===== config.mk =====
export PLATFORM = sky130hd
export DESIGN_NAME = mem_arb_flat
export DESIGN_NICKNAME = d
export VERILOG_FILES = /design/src/rtl/mem_arb_if.sv /design/src/rtl/mem_arb.sv /design/src/flat_wrapper.sv
export SDC_FILE = /design/constraint.sdc
export NUM_CORES = 1
export LEC_CHECK = 0
export BUFFER_PORTS_ARGS = -buffer_cell sky130_fd_sc_hd__buf_2
export CORE_AREA = 2 2 206 208
export DETAILED_ROUTE_END_ITERATION = 10
export DIE_AREA = 0 0 208 210
export PLACE_DENSITY = 0.68
export SLEW_MARGIN = 20
export SYNTH_ARGS = -nofsm -noshare
export SYNTH_HDL_FRONTEND = slang
export SYNTH_SLANG_ARGS = --single-unit

===== constraint.sdc =====
create_clock -name clk -period 2.14 [get_ports clk]
set_input_delay 0 -clock clk [delete_from_list [all_inputs] [get_ports clk]]
set_output_delay 0 -clock clk [all_outputs]
set_load 0.01 [all_outputs]

===== src/rtl/mem_arb_if.sv =====
// Bundle of the IFU, LSU and shared-memory signals around the memory arbiter.
// The arbiter uses the slave modport; the surrounding environment uses master.
interface mem_arb_if #(parameter int XLEN = 64);
    logic            ifu_req_valid;
    logic            ifu_req_ready;
    logic [XLEN-1:0] ifu_addr;
    logic            ifu_resp_valid;
    logic [XLEN-1:0] ifu_rdata;

    logic            lsu_req_valid;
    logic            lsu_req_ready;
    logic [XLEN-1:0] lsu_addr;
    logic            lsu_wen;
    logic [2:0]      lsu_type;
    logic [XLEN-1:0] lsu_wdata;
    logic            lsu_resp_valid;
    logic [XLEN-1:0] lsu_rdata;
    logic            lsu_err;

    logic            mem_req_valid;
    logic            mem_req_ready;
    logic [XLEN-1:0] mem_addr;
    logic            mem_wen;
    logic [XLEN-1:0] mem_wdata;
    logic [7:0]      mem_wmask;
    logic            mem_resp_valid;
    logic [XLEN-1:0] mem_rdata;

    modport slave (
        input  ifu_req_valid, ifu_addr,
        input  lsu_req_valid, lsu_addr, lsu_wen, lsu_type, lsu_wdata,
        input  mem_req_ready, mem_resp_valid, mem_rdata,
        output ifu_req_ready, ifu_resp_valid, ifu_rdata,
        output lsu_req_ready, lsu_resp_valid, lsu_rdata, lsu_err,
        output mem_req_valid, mem_addr, mem_wen, mem_wdata, mem_wmask
    );

    modport master (
        output ifu_req_valid, ifu_addr,
        output lsu_req_valid, lsu_addr, lsu_wen, lsu_type, lsu_wdata,
        output mem_req_ready, mem_resp_valid, mem_rdata,
        input  ifu_req_ready, ifu_resp_valid, ifu_rdata,
        input  lsu_req_ready, lsu_resp_valid, lsu_rdata, lsu_err,
        input  mem_req_valid, mem_addr, mem_wen, mem_wdata, mem_wmask
    );
endinterface


===== src/rtl/mem_arb.sv =====
// Round-robin arbiter sharing one memory port between the IFU and LSU, with
// LSU byte-lane alignment, load extension and misalignment detection.
//
// state | meaning
// IDLE  | grant one requester, latch its fields
// REQ   | present request on memory port until mem_req_ready
// WAIT  | wait for mem_resp_valid, capture read word
// RESP  | one-cycle response strobe to the owner
module mem_arb #(
    parameter int XLEN    = 64,
    parameter bit RR_INIT = 1'b0
) (
    input  logic     clk,
    input  logic     rst_n,
    mem_arb_if.slave bus
);
    localparam logic [1:0] IDLE = 2'd0;
    localparam logic [1:0] REQ  = 2'd1;
    localparam logic [1:0] WAIT = 2'd2;
    localparam logic [1:0] RESP = 2'd3;

    logic [1:0]      state;
    logic            rr;
    logic            owner;
    logic [XLEN-1:0] addr_q;
    logic [XLEN-1:0] rdata_q;
    logic [XLEN-1:0] wdata_q;
    logic [7:0]      wmask_q;
    logic [2:0]      type_q;
    logic            wen_q;
    logic            err_q;

    logic            grant_ifu;
    logic            grant_lsu;
    logic [2:0]      lsu_off;
    logic [2:0]      align_mask;
    logic [7:0]      size_mask;
    logic            lsu_misaligned;
    logic [7:0]      lsu_wmask;
    logic [XLEN-1:0] lsu_wdata_sh;
    logic [XLEN-1:0] ld_sh;
    logic [XLEN-1:0] ld_ext;
    logic            sx;

    // Grants are gated by rst_n so ready stays low while reset is held.
    always_comb begin
        grant_ifu = 1'b0;
        grant_lsu = 1'b0;
        if (state == IDLE && rst_n) begin
            if (bus.ifu_req_valid && bus.lsu_req_valid) begin
                grant_lsu = rr;
                grant_ifu = !rr;
            end else begin
                grant_ifu = bus.ifu_req_valid;
                grant_lsu = bus.lsu_req_valid;
            end
        end
    end

    assign bus.ifu_req_ready = grant_ifu;
    assign bus.lsu_req_ready = grant_lsu;

    assign lsu_off = bus.lsu_addr[2:0];

    always_comb begin
        align_mask = 3'b000;
        size_mask  = 8'h01;
        case (bus.lsu_type[1:0])
            2'd0:    begin align_mask = 3'b000; size_mask = 8'h01; end
            2'd1:    begin align_mask = 3'b001; size_mask = 8'h03; end
            2'd2:    begin align_mask = 3'b011; size_mask = 8'h0F; end
            default: begin align_mask = 3'b111; size_mask = 8'hFF; end
        endcase
    end

    assign lsu_misaligned = |(lsu_off & align_mask);
    assign lsu_wmask      = size_mask << lsu_off;
    assign lsu_wdata_sh   = bus.lsu_wdata << {lsu_off, 3'b000};

    always_ff @(posedge clk or negedge rst_n) begin
        if (!rst_n) begin
            state   <= IDLE;
            rr      <= RR_INIT;
            owner   <= 1'b0;
            addr_q  <= '0;
            rdata_q <= '0;
            wdata_q <= '0;
            wmask_q <= 8'h00;
            type_q  <= 3'd0;
            wen_q   <= 1'b0;
            err_q   <= 1'b0;
        end else begin
            case (state)
                IDLE: begin
                    if (grant_ifu) begin
                        owner   <= 1'b0;
                        addr_q  <= bus.ifu_addr;
                        wdata_q <= '0;
                        wmask_q <= 8'hFF;
                        type_q  <= 3'd3;
                        wen_q   <= 1'b0;
                        err_q   <= 1'b0;
                        rr      <= 1'b1;
                        state   <= REQ;
                    end else if (grant_lsu) begin
                        owner   <= 1'b1;
                        addr_q  <= bus.lsu_addr;
                        wdata_q <= lsu_wdata_sh;
                        wmask_q <= lsu_wmask;
                        type_q  <= bus.lsu_type;
                        wen_q   <= bus.lsu_wen;
                        err_q   <= lsu_misaligned;
                        rr      <= 1'b0;
                        // misaligned accesses never touch memory
                        state   <= lsu_misaligned ? RESP : REQ;
                    end
                end
                REQ: begin
                    if (bus.mem_req_ready) state <= WAIT;
                end
                WAIT: begin
                    if (bus.mem_resp_valid) begin
                        rdata_q <= bus.mem_rdata;
                        state   <= RESP;
                    end
                end
                RESP:    state <= IDLE;
                default: state <= IDLE;
            endcase
        end
    end

    assign bus.mem_req_valid = (state == REQ);
    assign bus.mem_addr      = {addr_q[XLEN-1:3], 3'b000};
    assign bus.mem_wen       = wen_q;
    assign bus.mem_wdata     = wdata_q;
    assign bus.mem_wmask     = wmask_q;

    assign ld_sh = rdata_q >> {addr_q[2:0], 3'b000};

    always_comb begin
        ld_ext = ld_sh;
        sx     = 1'b0;
        case (type_q[1:0])
            2'd0: begin
                sx     = !type_q[2] && ld_sh[7];
                ld_ext = {{(XLEN-8){sx}}, ld_sh[7:0]};
            end
            2'd1: begin
                sx     = !type_q[2] && ld_sh[15];
                ld_ext = {{(XLEN-16){sx}}, ld_sh[15:0]};
            end
            2'd2: begin
                sx     = !type_q[2] && ld_sh[31];
                ld_ext = {{(XLEN-32){sx}}, ld_sh[31:0]};
            end
            default: ld_ext = ld_sh;
        endcase
    end

    assign bus.ifu_resp_valid = (state == RESP) && !owner;
    assign bus.ifu_rdata      = bus.ifu_resp_valid ? rdata_q : '0;
    assign bus.lsu_resp_valid = (state == RESP) && owner;
    assign bus.lsu_err        = bus.lsu_resp_valid && err_q;
    assign bus.lsu_rdata      = (bus.lsu_resp_valid && !err_q && !wen_q) ? ld_ext : '0;
endmodule


===== src/flat_wrapper.sv =====
// flat-port wrapper written by rule: the top's interface ports become plain ports
module mem_arb_flat 
#(
    parameter int XLEN    = 64,
    parameter bit RR_INIT = 1'b0
)
  (clk, rst_n, bus_ifu_req_valid, bus_ifu_addr, bus_lsu_req_valid, bus_lsu_addr, bus_lsu_wen, bus_lsu_type, bus_lsu_wdata, bus_mem_req_ready, bus_mem_resp_valid, bus_mem_rdata, bus_ifu_req_ready, bus_ifu_resp_valid, bus_ifu_rdata, bus_lsu_req_ready, bus_lsu_resp_valid, bus_lsu_rdata, bus_lsu_err, bus_mem_req_valid, bus_mem_addr, bus_mem_wen, bus_mem_wdata, bus_mem_wmask);
  mem_arb_if #(.XLEN(XLEN)) bus_i ();
  input  logic clk;
  input  logic rst_n;
  input wire logic [$bits(bus_i.ifu_req_valid)-1:0] bus_ifu_req_valid;
  input wire logic [$bits(bus_i.ifu_addr)-1:0] bus_ifu_addr;
  input wire logic [$bits(bus_i.lsu_req_valid)-1:0] bus_lsu_req_valid;
  input wire logic [$bits(bus_i.lsu_addr)-1:0] bus_lsu_addr;
  input wire logic [$bits(bus_i.lsu_wen)-1:0] bus_lsu_wen;
  input wire logic [$bits(bus_i.lsu_type)-1:0] bus_lsu_type;
  input wire logic [$bits(bus_i.lsu_wdata)-1:0] bus_lsu_wdata;
  input wire logic [$bits(bus_i.mem_req_ready)-1:0] bus_mem_req_ready;
  input wire logic [$bits(bus_i.mem_resp_valid)-1:0] bus_mem_resp_valid;
  input wire logic [$bits(bus_i.mem_rdata)-1:0] bus_mem_rdata;
  output wire logic [$bits(bus_i.ifu_req_ready)-1:0] bus_ifu_req_ready;
  output wire logic [$bits(bus_i.ifu_resp_valid)-1:0] bus_ifu_resp_valid;
  output wire logic [$bits(bus_i.ifu_rdata)-1:0] bus_ifu_rdata;
  output wire logic [$bits(bus_i.lsu_req_ready)-1:0] bus_lsu_req_ready;
  output wire logic [$bits(bus_i.lsu_resp_valid)-1:0] bus_lsu_resp_valid;
  output wire logic [$bits(bus_i.lsu_rdata)-1:0] bus_lsu_rdata;
  output wire logic [$bits(bus_i.lsu_err)-1:0] bus_lsu_err;
  output wire logic [$bits(bus_i.mem_req_valid)-1:0] bus_mem_req_valid;
  output wire logic [$bits(bus_i.mem_addr)-1:0] bus_mem_addr;
  output wire logic [$bits(bus_i.mem_wen)-1:0] bus_mem_wen;
  output wire logic [$bits(bus_i.mem_wdata)-1:0] bus_mem_wdata;
  output wire logic [$bits(bus_i.mem_wmask)-1:0] bus_mem_wmask;
  assign bus_i.ifu_req_valid = bus_ifu_req_valid;
  assign bus_i.ifu_addr = bus_ifu_addr;
  assign bus_i.lsu_req_valid = bus_lsu_req_valid;
  assign bus_i.lsu_addr = bus_lsu_addr;
  assign bus_i.lsu_wen = bus_lsu_wen;
  assign bus_i.lsu_type = bus_lsu_type;
  assign bus_i.lsu_wdata = bus_lsu_wdata;
  assign bus_i.mem_req_ready = bus_mem_req_ready;
  assign bus_i.mem_resp_valid = bus_mem_resp_valid;
  assign bus_i.mem_rdata = bus_mem_rdata;
  assign bus_ifu_req_ready = bus_i.ifu_req_ready;
  assign bus_ifu_resp_valid = bus_i.ifu_resp_valid;
  assign bus_ifu_rdata = bus_i.ifu_rdata;
  assign bus_lsu_req_ready = bus_i.lsu_req_ready;
  assign bus_lsu_resp_valid = bus_i.lsu_resp_valid;
  assign bus_lsu_rdata = bus_i.lsu_rdata;
  assign bus_lsu_err = bus_i.lsu_err;
  assign bus_mem_req_valid = bus_i.mem_req_valid;
  assign bus_mem_addr = bus_i.mem_addr;
  assign bus_mem_wen = bus_i.mem_wen;
  assign bus_mem_wdata = bus_i.mem_wdata;
  assign bus_mem_wmask = bus_i.mem_wmask;
  mem_arb #(.XLEN(XLEN), .RR_INIT(RR_INIT)) u_core (.clk(clk), .rst_n(rst_n), .bus(bus_i));
endmodule

Word-level counts from Yosys, hierarchy flattened. Cells that the tools add are included.

Register bits: 209. Input bits: 266. Output and inout port bits: 271. Logic and storage cells: 78.

Equality and inequality tests: 10. Shift-type cells: 3. Muxes and demuxes: 31. Bitwise logic cells: 1. Reduce and logical (&&, ||, !) cells: 23.

Operators with widths (count): 2-to-1 mux 64 bit (6); case mux 64 bit (3 select lines) (1); << shifter 64 x 6 -> 64 bit (1); >> shifter 64 x 6 -> 64 bit (1); case mux 8 bit (3 select lines) (1); 2-to-1 mux 8 bit (2); 2-to-1 mux 1 bit (12); logical AND 1 bit (10); 2-to-1 mux 2 bit (5); case mux 3 bit (3 select lines) (1); == test 2 bit (second input constant) (4); case mux 2 bit (4 select lines) (1); << shifter 8 x 3 -> 8 bit (1); == test 2 x 1 -> 1 bit (second input constant) (3); zero test 2 bit (3); 2-to-1 mux 3 bit (2); zero test 1 bit (5); != test 2 bit (second input constant) (2); AND reduction 2 bit (2); bitwise AND 3 bit (1); != test 3 bit (second input constant) (1); AND reduction 3 bit (1); OR reduction 3 bit (1); nonzero test 2 bit (1).

Longest topological paths before layout.
Depth in word-level cells: 8. Depth in mapped cells: 9. Mapped depth without buffers: 7.

Worst setup path before layout. No wires, ideal clock.

Path kind: register to register. From: register u_core.state[0]. To: register u_core.state[1]. Setup time: 125 ps. Data arrival time: 1910 ps. Data required time: 2015 ps. Setup slack: 105 ps. Cell stages (with the launch flop): 8. Path buffers: 0. Clock period less this slack: 2035 ps. Cell sequence: dfrtp_1 > inv_1 > ha_1 > nand4_1 > inv_2 > nor2_1 > a222oi_1 > mux2_2.

Longest elaborated chain between the ends: 5. Elaborated cells between the ends (all ways): 13. Classes of those cells: 6 x eq/ne; 4 x mux; 3 x reduce/logical.

RTL lines: start: declaration (line mem_arb.sv:22) `logic [1:0] state;`; start signal: assignment (line mem_arb.sv:115) `state <= lsu_misaligned ? RESP : REQ;`; zero test 2 bit (line mem_arb.sv:49, mem_arb.sv:93); logical AND 1 bit (line mem_arb.sv:49) `if (state == IDLE && rst_n) begin`; 2-to-1 mux 1 bit (line mem_arb.sv:49); 2-to-1 mux 2 bit / != test 3 bit (equally long branches); case mux 2 bit (4 select lines) / AND reduction 3 bit (equally long branches).

Parallel ways exist; a longest one is shown, timed or not. A chain may end at the register's enable or synchronous reset.

Worst setup path in the final report.
From: register u_core.addr_q[0]. To: output port bus_lsu_rdata[53].

Longest elaborated chain between the ends: 4. Elaborated cells between the ends (all ways): 6. Classes of those cells: 1 x shift; 2 x mux; 3 x reduce/logical.

RTL lines: start: declaration (line mem_arb.sv:25) `logic [XLEN-1:0] addr_q;`; start signal: assignment (line mem_arb.sv:97) `addr_q <= bus.ifu_addr;`; start signal: assignment (line mem_arb.sv:107) `addr_q <= bus.lsu_addr;`; >> shifter 64 x 6 -> 64 bit * (line mem_arb.sv:139) `assign ld_sh = rdata_q >> {addr_q[2:0], 3'b000};`; logical AND 1 bit, on equally long branches (line mem_arb.sv:154, mem_arb.sv:146, mem_arb.sv:150); case mux 64 bit (3 select lines) * (line mem_arb.sv:144) `case (type_q[1:0])`; 2-to-1 mux 64 bit * (line mem_arb.sv:165) `assign bus.lsu_rdata = (bus.lsu_resp_valid && !err_q && !wen_q) ? ld_ext : '0;`; end: declaration (line flat_wrapper.sv:26) `output wire logic [$bits(bus_i.lsu_rdata)-1:0] bus_lsu_rdata;`.

Mark *: on every way between the ends. The rest lies on a longest branch, timed or not.

==> flow_summary_export.csv <==
group,metric,value,unit
setup_path,worstSetupPathType,"flip-flop to output pin",
layout,layout.area.seq,5240,um2
timing,finalHoldViolCount,0,
layout,fillers,3730,
layout,area_growth,55.2,%
setup_path,critPathLaunchType,"flip-flop",
yosys,syn_avg_cell_area,9.93,um2
floorplanning,io_pins,537,
global_route,grt.total_usage,25.3,%
power_and_ir_drop,powerDensity,1300,nW/um2
floorplanning,rows,75,
drt,vias_per_cell,5.40,
timing,fmax,381,MHz
yosys,synth-async-reset-ratio,100,%
clock_network,htree_num_levels,1,
yosys,synth_area,12900,um2
setup_path,critPathRequiredTime,2.14,ns
drt,wl_met3,5040,um
timing,period_share,123,%
drt,top_layer_used,"met5",
timing,worst_pin_slew,0.955,ns
timing,setup_tns,-25.94,ns
drt,drc,0,
timing,finalCriticalPeriod,2.63,ns
drt,wl,60700,um
min_path,hp-class,"input pin to flip-flop",
yosys,ys_ff_latch,209,
global_route,antenna_found_initial,3,
clock_network,clk_latency,0.54,ns
drt,drt-pass1-iter-count,7,
setup_path,rrSetupSlack,0.09,ns
floorplanning,core,41500,um2
global_route,gr-total-overflow,0,
timing,setup_violations,63,
yosys,yosysWarnings,0,
placed_design,postPlaceCellArea,16100,um2
setup_path,reg2reg_to,"u_core.state[1]$_DFFE_PN0P_",
clock_network,cts_buffers,26,
layout,final_common_cell,"buf_2",
drt,wl_per_cell,23.5,um
floorplanning,die_y,210,um
outcome,violations,"setup timing",
layout,final_nets,2304,
yosys,syn_inst,1304,
layout,multi_input_area,7020,um2
setup_path,end_kind,"output pin",
global_route,grt_max_degree,140,
min_path,hold_end,"u_core.bus.mem_wdata[60]$_DFFE_PN0P_",
power_and_ir_drop,p_leak,0.00988,uW
timing,rsz0062_at_grt,"yes",
min_path,min_path_cells,4,
placed_design,hpwlAfterDp,40300,um
flow_run,drv_cap,0,
layout,final_core_util,48.4,%
drt,ant_nets,0,
timing,setup_ws,-0.486,ns
yosys,synth_flop_cell,"dfrtp_1",
layout,mostFrequentLayoutCells,"buf_2, dlygate4sd3_1, dfrtp_1",
floorplanning,dieArea,43700,um2
timing,fin_skew,0.0114,ns
floorplanning,fp.dieW,208,um
layout,drive_above_1_share,42.2,%
yosys,seq_area_frac_synth,40.4,%
setup_path,reg2reg_from,"u_core.state[1]$_DFFE_PN0P_",
global_route,grt_pass1_wl,85500,um
floorplanning,start_util,31.2,%
outcome,status,"finished, violations left",
setup_path,rr_worst_depth,9,
placed_design,portBuffers,533,
drt,dr_wl_met2,29900,um
yosys,synth_edf_count,0,
drt,vias,14000,
clock_network,cts-root-buf,"clkbuf_16",
setup_path,arrival,2.63,ns
placed_design,routabilityCongestion,0.951,
timing,drv_slew,0,
timing,holdWs,0.0168,ns
timing,relSlewSlack,36.3,%
clock_network,cts_sinks,209,
layout,final_area,20100,um2
global_route,grt_pass1_vias,14000,
clock_network,cts.path.max_buffers,3,
clock_network,cts_tree,"built",
yosys,synth.distinct_cells,56,
drt,drtIter0Drc,1217,
clock_network,clk_transition_reported_paths,0.07,ns
power_and_ir_drop,ir_drop,0.000694,V
drt,drt-met1-wl,22200,um
setup_path,critPathMaxFanout,8,
min_path,hp-start,"bus_lsu_wdata[60]",
cell usage after synthesis, types with 28 or more instances:
| library cell | count | area share [%] |
|---|---|---|
| dfrtp_1 | 209 | 40 |
| nand2_1 | 177 | 5.1 |
| mux2i_1 | 90 | 7.0 |
| mux2_2 | 79 | 6.9 |
| a21oi_1 | 67 | 2.6 |
| and2_1 | 67 | 3.2 |
| buf_4 | 66 | 3.8 |
| a22oi_1 | 65 | 3.8 |
| nor2_1 | 64 | 1.9 |
| clkbuf_1 | 59 | 1.7 |
| o21ai_0 | 48 | 1.9 |
| a211oi_1 | 41 | 2.4 |
| a22o_1 | 40 | 2.7 |
| mux4_2 | 35 | 6.1 |
| buf_2 | 28 | 1.1 |
layout make-up:
| type | count | share of cell area (%) |
|---|---|---|
| antenna | 1 | 0.0125 |
| timing repair buffer | 873 | 31.2 |
| clock inverter | 5 | 0.386 |
| multi-input combinational | 909 | 34.9 |
| sequential | 209 | 26.1 |
| tap | 539 | 3.36 |
| clock buffer | 37 | 3.75 |
| inverter | 14 | 0.311 |
logic make-up (layout without fill, tap and decap cells):
kind of cell	count (synthesis)	count (layout)	synth area share, %
AOI/OAI and AO/OA	314	314	17.0
adders and majority gates	5	5	0.483
buffers and inverters	188	929	8.18
DFF	209	209	40.4
muxes	205	205	20.0
other	1	4	0.0290
and+or+nand+nor	382	382	13.9
critical path, stage by stage (launching register included):
cell	delay, ns
dfrtp_4	0.53
buf_6	0.16
mux2_4	0.32
o22ai_4	0.19
nor3_4	0.08
a221oi_4	0.26
buf_12	0.17
clkbuf_16	0.17
a21oi_4	0.04
buf_2	0.15
worst max path at each step:
stage,from,end,depth (start not counted)
after floorplan,u_core.state[0]$_DFFE_PN0P_,u_core.state[1]$_DFFE_PN0P_,7
after global placement,u_core.state[1]$_DFFE_PN0P_,u_core.bus.mem_wdata[25]$_DFFE_PN0P_,6
after detailed placement,u_core.state[0]$_DFFE_PN0P_,bus_lsu_rdata[53],9
after CTS,u_core.addr_q[0]$_DFFE_PN0P_,bus_lsu_rdata[47],7
after global routing,u_core.addr_q[1]$_DFFE_PN0P_,bus_lsu_rdata[53],9
final,u_core.addr_q[0]$_DFFE_PN0P_,bus_lsu_rdata[53],9
per-stage QoR:
stage                     worst slack, ns  power (uW)  cells
after floorplan                     0.105       14900   1306
after global placement             -0.261       19500   2289
after detailed placement          -0.0956       19600   2289
after CTS                          -0.460       24900   2566
after global routing               -0.554       27300   2587
final                              -0.486       26000   2587
metal layers:
layer / GRT usage, % / vias up
met5: 0 / -
met4: 11.8 / 4
met3: 4.81 / 229
met2: 44.8 / 946
met1: 29.6 / 6709
li1: - / 6081
state kept, by name, summed over array words and instances (netlist names):
signal	cells
u_core.addr_q	64
u_core.bus.mem_wdata	64
u_core.rdata_q	64
u_core.bus.mem_wmask	8
u_core.type_q	3
u_core.state	2
u_core.bus.mem_wen	1
u_core.err_q	1
u_core.owner	1
u_core.rr	1
power by group:
group / internal (uW) / switching, uW
combinational: 6450 / 7360
sequential: 5710 / 2090
clock: 2660 / 1770
timing repair:
item                                    in CTS  in global routing
pin swaps                                    6                 13
hold endpoints to repair                   392                  0
endpoints found under the setup margin      93                113
setup buffers                                3                  9
gates resized for setup                     42                 55
hold buffers                               232                  0
gates cloned                                 0                 12
No activity file was read; power rests on OpenSTA's default activity.
